--- config.mk ---
export PLATFORM = sky130hd
export DESIGN_NAME = ysyx_22051013_if_fetch
export DESIGN_NICKNAME = d
export VERILOG_FILES = /design/src/rtl/ysyx_22051013_if_fetch_pkg.sv /design/src/rtl/ysyx_22051013_if_perf.sv /design/src/rtl/ysyx_22051013_if_fetch.sv
export SDC_FILE = /design/constraint.sdc
export NUM_CORES = 1
export LEC_CHECK = 0
export BUFFER_PORTS_ARGS = -buffer_cell sky130_fd_sc_hd__buf_4
export CAP_MARGIN = 20
export CELL_PAD_IN_SITES_DETAIL_PLACEMENT = 1
export CELL_PAD_IN_SITES_GLOBAL_PLACEMENT = 1
export CORE_ASPECT_RATIO = 1.1
export CORE_UTILIZATION = 34
export DETAILED_ROUTE_END_ITERATION = 16
export PLACE_DENSITY = 0.9
export SYNTH_ARGS = -nofsm -noshare
export SYNTH_HDL_FRONTEND = slang
export SYNTH_SLANG_ARGS = --single-unit
--- constraint.sdc ---
create_clock -name clk -period 4.3 [get_ports clk]
set_input_delay 0.645 -clock clk [delete_from_list [all_inputs] [get_ports clk]]
set_output_delay 0.645 -clock clk [all_outputs]
set_load 0.05 [all_outputs]
--- src/rtl/ysyx_22051013_if_fetch_pkg.sv ---
// Shared definitions for the IF fetch sequencer: fetch/instruction widths,
// the post-reset fetch address and the fetch FSM state encoding.
package ysyx_22051013_if_fetch_pkg;

  localparam int          IF_PC_W     = 64;
  localparam int          IF_INST_W   = 32;
  localparam logic [63:0] IF_RESET_PC = 64'h8000_0000;

  // IDLE: one dead cycle out of reset
  // REQ : request on the imem port
  // WAIT: one request accepted, response outstanding
  // HOLD: instruction registered and offered to ID
  typedef enum logic [1:0] {
    S_IDLE = 2'd0,
    S_REQ  = 2'd1,
    S_WAIT = 2'd2,
    S_HOLD = 2'd3
  } if_state_e;

endpackage

--- src/rtl/ysyx_22051013_if_perf.sv ---
// Fetch performance counters: handshakes, dropped/killed fetches and ID
// backpressure cycles. Free-running 64-bit counters, cleared by rst.
module ysyx_22051013_if_perf (
  input  logic        clk,
  input  logic        rst,
  input  logic        i_fetch,
  input  logic        i_drop,
  input  logic        i_stall,
  output logic [63:0] o_fetch,
  output logic [63:0] o_drop,
  output logic [63:0] o_stall
);

  logic [63:0] r_fetch;
  logic [63:0] r_drop;
  logic [63:0] r_stall;

  // Count each event strobe; natural wrap at 2^64
  always_ff @(posedge clk) begin
    if (rst) begin
      r_fetch <= 64'd0;
      r_drop  <= 64'd0;
      r_stall <= 64'd0;
    end else begin
      if (i_fetch) r_fetch <= r_fetch + 64'd1;
      if (i_drop)  r_drop  <= r_drop  + 64'd1;
      if (i_stall) r_stall <= r_stall + 64'd1;
    end
  end

  assign o_fetch = r_fetch;
  assign o_drop  = r_drop;
  assign o_stall = r_stall;

endmodule

--- src/rtl/ysyx_22051013_if_fetch.sv ---
// PC register and instruction-fetch sequencer feeding the IF->ID boundary.
// One imem request outstanding at a time; a flush retargets the PC and
// discards whatever fetch is in flight or held. An accepted request always
// returns exactly one response, so a flush during WAIT marks that response
// for discard instead of abandoning it.
// Optional: define YSYX_22051013_IF_PERF_EN to add perf_fetch_o,
// perf_drop_o and perf_stall_o counters.
import ysyx_22051013_if_fetch_pkg::*;

module ysyx_22051013_if_fetch #(
  parameter int               PC_W     = IF_PC_W,
  parameter int               INST_W   = IF_INST_W,
  parameter logic [PC_W-1:0]  RESET_PC = PC_W'(IF_RESET_PC)
) (
  input  logic              clk,
  input  logic              rst,
  input  logic              flush_i,
  input  logic [PC_W-1:0]   pc_next_i,
  output logic              imem_req_valid_o,
  input  logic              imem_req_ready_i,
  output logic [PC_W-1:0]   imem_req_addr_o,
  input  logic              imem_rsp_valid_i,
  input  logic [INST_W-1:0] imem_rsp_data_i,
  output logic              imem_rsp_ready_o,
  output logic              if_valid_o,
  output logic [PC_W-1:0]   if_pc_o,
  output logic [INST_W-1:0] if_inst_o,
  input  logic              id_ready_i
`ifdef YSYX_22051013_IF_PERF_EN
  ,
  output logic [63:0]       perf_fetch_o,
  output logic [63:0]       perf_drop_o,
  output logic [63:0]       perf_stall_o
`endif
);

  if_state_e         r_state;
  logic [PC_W-1:0]   r_pc;
  logic [INST_W-1:0] r_inst;
  logic              r_discard;

  // Fetch FSM: PC, held instruction and discard flag all move together
  always_ff @(posedge clk) begin
    if (rst) begin
      r_state   <= S_IDLE;
      r_pc      <= RESET_PC;
      r_inst    <= '0;
      r_discard <= 1'b0;
    end else begin
      case (r_state)
        S_IDLE: begin
          r_state <= S_REQ;
          if (flush_i) r_pc <= pc_next_i;
        end
        S_REQ: begin
          // Address only moves on flush; once accepted a flush turns the
          // in-flight response into one that must be drained and dropped.
          if (flush_i) r_pc <= pc_next_i;
          if (imem_req_ready_i) begin
            r_state <= S_WAIT;
            if (flush_i) r_discard <= 1'b1;
          end
        end
        S_WAIT: begin
          if (imem_rsp_valid_i) begin
            if (r_discard || flush_i) begin
              r_discard <= 1'b0;
              r_state   <= S_REQ;
              if (flush_i) r_pc <= pc_next_i;
            end else begin
              r_inst  <= imem_rsp_data_i;
              r_state <= S_HOLD;
            end
          end else if (flush_i) begin
            r_discard <= 1'b1;
            r_pc      <= pc_next_i;
          end
        end
        S_HOLD: begin
          // Flush kills the held instruction even if ID is ready
          if (flush_i || id_ready_i) begin
            r_pc    <= pc_next_i;
            r_state <= S_REQ;
          end
        end
      endcase
    end
  end

  assign imem_req_addr_o  = r_pc;
  assign if_pc_o          = r_pc;
  assign if_inst_o        = r_inst;
  assign imem_req_valid_o = (r_state == S_REQ);
  assign imem_rsp_ready_o = (r_state == S_WAIT);
  assign if_valid_o       = (r_state == S_HOLD) && !flush_i;

`ifdef YSYX_22051013_IF_PERF_EN
  logic w_fetch;
  logic w_drop;
  logic w_stall;

  assign w_fetch = (r_state == S_HOLD) && id_ready_i && !flush_i;
  assign w_drop  = ((r_state == S_WAIT) && imem_rsp_valid_i && (r_discard || flush_i))
                || ((r_state == S_HOLD) && flush_i);
  assign w_stall = (r_state == S_HOLD) && !id_ready_i;

  ysyx_22051013_if_perf u_perf (
    .clk     (clk),
    .rst     (rst),
    .i_fetch (w_fetch),
    .i_drop  (w_drop),
    .i_stall (w_stall),
    .o_fetch (perf_fetch_o),
    .o_drop  (perf_drop_o),
    .o_stall (perf_stall_o)
  );
`endif

endmodule
Yosys cells after proc, flatten, opt, wreduce, memory -nomap -nowiden:

Index checks and enable logic that the tools add are counted.

* output and inout port bits: 163
* logic and storage cells: 38
* register bits after elaboration: 99

* reductions and logical operators: 11
* multiplexer cells: 15
* eq/ne operators: 7
* bitwise logic cells: 1

Operator list (count)
* $mux 64: 4
* $pmux 64 s3: 1
* $reduce_and 3->1: 3
* $mux 2: 4
* $pmux 2 s4: 1
* $eq 2x2->1 const B: 2
* $mux 1: 4
* $ne 2x2->1 const B: 2
* $ne 3x2->1 const B: 1
* $eq 2x1->1 const B: 1
* $logic_not 2->1: 1
* $logic_or 1x1->1: 2
* $ne 2x1->1 const B: 1
* $pmux 1 s2: 1
* $reduce_and 2->1: 1
* $reduce_bool 2->1: 1
* $reduce_or 2->1: 1
* $logic_and 1x1->1: 1
* $logic_not 1->1: 1
* $not 1->1: 1

Depth between registers and ports, before layout:

* depth in word-level cells: 4
* depth in mapped cells: 7
* gate-level depth less buffers: 5

Worst setup path after synthesis:

OpenSTA, ideal clock, no wires.

* path kind: in2out
* start: input port flush_i
* end: output port if_valid_o
* required time: 3655 ps
* setup slack: 2321 ps
* buffers on the path: 0
* cell stages on the path: 1
* arrival time: 1334 ps
* cell sequence: nor2b_1

* word-level cells in the longest chain between the ends: 2

RTL lines
* from (decl): line ysyx_22051013_if_fetch.sv:17 `input logic flush_i,`
* $logic_not 1->1: line ysyx_22051013_if_fetch.sv:95 `assign if_valid_o = (r_state == S_HOLD) && !flush_i;`
* $logic_and 1x1->1: line ysyx_22051013_if_fetch.sv:95
* to (decl): line ysyx_22051013_if_fetch.sv:25 `output logic if_valid_o,`

No other way between the ends.

Worst setup path in the final report:

* start: register r_state[0]
* end: register r_pc[32] (netlist: if_pc_o[32])

* word-level cells in the longest chain between the ends: 3
* elaborated cells between the ends (all ways): 9
* those cells by class: eq/ne (5); mux (1); reduce/logical (3)

RTL lines
* from (decl): line ysyx_22051013_if_fetch.sv:37 `if_state_e r_state;`
* from (signal assigned): line ysyx_22051013_if_fetch.sv:45 `r_state <= S_IDLE;`
* from (signal assigned): line ysyx_22051013_if_fetch.sv:52 `r_state <= S_REQ;`
* from (signal assigned): line ysyx_22051013_if_fetch.sv:60 `r_state <= S_WAIT;`
* $eq 2x1->1, or another cell as far along: line ysyx_22051013_if_fetch.sv:50 `case (r_state)`
* $reduce_or 2->1 (no line), or another cell as far along
* $pmux 64 s3 / $reduce_and 2->1 (equally long branches)
* to (signal assigned): line ysyx_22051013_if_fetch.sv:53 `if (flush_i) r_pc <= pc_next_i;`
* to (signal assigned): line ysyx_22051013_if_fetch.sv:58 `if (flush_i) r_pc <= pc_next_i;`
* to (signal assigned): line ysyx_22051013_if_fetch.sv:69 `if (flush_i) r_pc <= pc_next_i;`
* to (decl): line ysyx_22051013_if_fetch.sv:38 `logic [PC_W-1:0] r_pc;`

Several ways; a longest one is shown, not always the timed one.
A chain may end at the register's enable or synchronous reset.

==> key figures <==
Status
  • Status: finished, final reports clean

Routing
  • Vias/cell: 4.532
  • Initial DRC Count: 133
  • Antenna-violating nets left: 0
  • Drt drc: 0
  • DR WL/cell: 14.60 um
  • DRT Pass-1 Iters: 4
  • Vias after detailed routing: 3997
  • Drt total wl: 12880 um

Clock tree
  • Clock slew at reported path FFs: 0.07 ns
  • Post-CTS sizing: 0
  • Post-cts hold buffer count: 0
  • H-tree depth: 3
  • Clock root buffer: clkbuf_16
  • Worst skew pair latency: 0.34 ns
  • Total CTS buffers: 9
  • CTS tree: yes
  • Setup Fix Bufs, Post-CTS: 0
  • Clock buffer depth: 2
  • # clock sinks: 99

STA
  • Slew HR: 26.66%
  • RSZ-0062 raised after global routing: no
  • Clk_skew: 0.007597 ns
  • Tmin final: 2.259 ns
  • Fin crit share: 52.54%
  • Fin. Hold Viols: 0
  • Setup TNS: 0 ns
  • Worst Slack Setup Final: 2.041 ns
  • Max Slew Vio Count: 0
  • Final setup viols: 0
  • Worst-Margin Slew: 1.100 ns
  • Fmax achieved: 442.6 MHz

Yosys
  • Post-synth cell types: 25
  • Register area share after synthesis: 41.89%
  • Post-synthesis register bit count: 99
  • Synthesized Nets: 617
  • Syn Area/Cell: 9.258 um^2
  • Yosys Warn Count: 0
  • Synth Cell Area: 4731 um^2
  • Mapped Cells: 511

Floorplanning
  • DIE AREA: 14390 um^2
  • Io pins: 265
  • Die Y: 125.7 um
  • Core area: 13380 um^2
  • Die Span X: 114.5 um
  • Effective utilization at floorplan: 35.36%
  • Rows: 44

Worst setup path
  • Crit end category: register
  • Worst Path Max Fanout: 64
  • Crit path cell chain: inv_1 > ha_1 > nand3b_1 > a31oi_4 > buf_4 > mux2i_1
  • Critical setup path kind: reg2reg
  • Arr. time, crit path: 2.51 ns
  • Buf+Inv Stages, Crit Path: 2
  • Slowest stage cell, crit path: buf_4
  • Delay-heaviest family, CP: buffers and inverters
  • Crit path largest cell delay: 0.79 ns
  • Element type at the critical path start: register
  • Critical path required time: 4.55 ns

Place
  • Inst Count DP: 866
  • Pre-CTS WS: 1.915 ns
  • I/O Buffers: 264
  • Hpwl dp: 9866 um
  • Global placer's final weighted congestion: 0.7303

Power and ir drop
  • Clk pwr share: 32.2%
  • Sw frac: 33.06%
  • Psw: 0.8224 mW
  • Share of total power in combinational logic: 27.2%
  • VDD IR max: 0.1870 mV
  • Internal power: 1.665 mW
  • Lkg Pwr: 3.096 nW
  • Flop pwr share: 40.6%
  • Pwr per Cell Area: 377.2 nW/um^2

Job
  • Max cap viols: 0

Final layout
  • Layout net count: 799
  • Highest-count cells in the layout ignoring fill and taps: 268 x buf_4, 129 x nand2b_1, 99 x dfxtp_1
  • Antenna Cells: 0
  • Share of post-route cells with drive strength above 1: 40.97%
  • Most common cell after layout, fill and taps aside: buf_4
  • Synth-to-Final Area Change: 39.41%
  • Post-route insts no fill: 882
  • Util after Layout: 49.30%

Global route
  • First-pass GRT wire length: 19930 um
  • GRT overflow: 0
  • GRT Overall Usage: 17.62%
  • Vias in the first global route: 4098
  • Pin count of the biggest net entering global routing: 115
  • Initial antenna violation count: 0

Worst hold path
  • Hold Path Class: reg2reg
[cell families after synthesis]
logic type | Yosys count | share of synthesized area, %
AOI/OAI and AO/OA | 38 | 4.337
muxes | 65 | 13.75
adders and majority gates | 4 | 1.058
and+or+nand+nor | 205 | 23.72
buffers and inverters | 100 | 15.23
DFF | 99 | 41.89
[Yosys cell counts (all sizes together)]
| master | number | area, um^2 |
|---|---|---|
| nand2b | 129 | 807.0 |
| inv | 3 | 11.26 |
| buf | 80 | 645.6 |
| o21ai | 1 | 5.000 |
| nand3b | 1 | 7.510 |
| nand4bb | 1 | 11.26 |
| nor4bb | 1 | 10.01 |
| a31o | 1 | 8.760 |
| dfxtp | 99 | 1982 |
| nor3b | 1 | 7.510 |
| a31oi | 2 | 12.51 |
| a311oi | 1 | 8.760 |
| ha | 4 | 50.05 |
| nor2b | 1 | 6.260 |
| nand3 | 1 | 5.000 |
| or3b | 1 | 8.760 |
| nand2 | 64 | 240.2 |
| mux2i | 65 | 650.6 |
| a41o | 1 | 10.01 |
| clkbuf | 17 | 63.81 |
| a21oi | 32 | 160.2 |
| nor2 | 5 | 18.77 |
[worst paths after layout]
check	start	to	slack, ns	depth (start not counted)
worst max register to register	r_state[0]	if_pc_o[32]	2.04	6
worst min register to register	if_inst_o[28]	if_inst_o[28]	0.46	2
worst max-delay path	r_state[0]	if_pc_o[32]	2.04	6
worst min-delay path	if_inst_o[28]	if_inst_o[28]	0.46	2
[cell type report]
type                       count  area (um^2)
sequential                    99         1982
clock inverter                 2        17.52
tap                          184        230.2
timing repair buffer         268         2012
fill                        1597         6783
clock buffer                  14        284.0
multi-input combinational    312         2058
inverter                       3        11.26
[registers in the layout, summed over array words and instances (netlist names)]
signal     count
if_inst_o     32
r_discard      1
if_pc_o       64
r_state        2
[metal layers]
| metal | track usage, % | vias up | routed length (um) |
|---|---|---|---|
| met5 | 0 | - | 0 |
| met4 | 6.570 | 0 | 211 |
| met2 | 34.30 | 167 | 6982 |
| met3 | 5.005 | 16 | 1034 |
| met1 | 17.31 | 1887 | 4650 |
| li1 | - | 1927 | - |
[worst register-to-register path, cell delays in order (launching register included)]
cell and delay, ns:
dfxtp_1 0.33, inv_1 0.11, ha_1 0.22, nand3b_1 0.13, a31oi_4 0.19, buf_4 0.79, mux2i_1 0.40
[stage by stage]
step / total power [mW] / area, um^2 / hold slack (ns)
detailed placement: 1.714 / 6294 / 0.4474
CTS: 2.524 / 6595 / 0.4567
finish: 2.488 / 6595 / 0.4557
floorplan: 1.526 / 4731 / 0.4873
global placement: 1.693 / 6294 / 0.4426
global route: 2.595 / 6595 / 0.4785
[power by group through the flow]
stage                     Combinational (mW)  Clock, mW  Sequential, mW
after floorplan                        0.357          0            1.17
after global placement                 0.667          0            1.03
after detailed placement               0.683          0            1.03
after CTS                              0.684      0.830            1.01
after global routing                   0.710      0.869            1.02
final                                  0.677      0.801            1.01
Power figures use the tool's default switching activity.
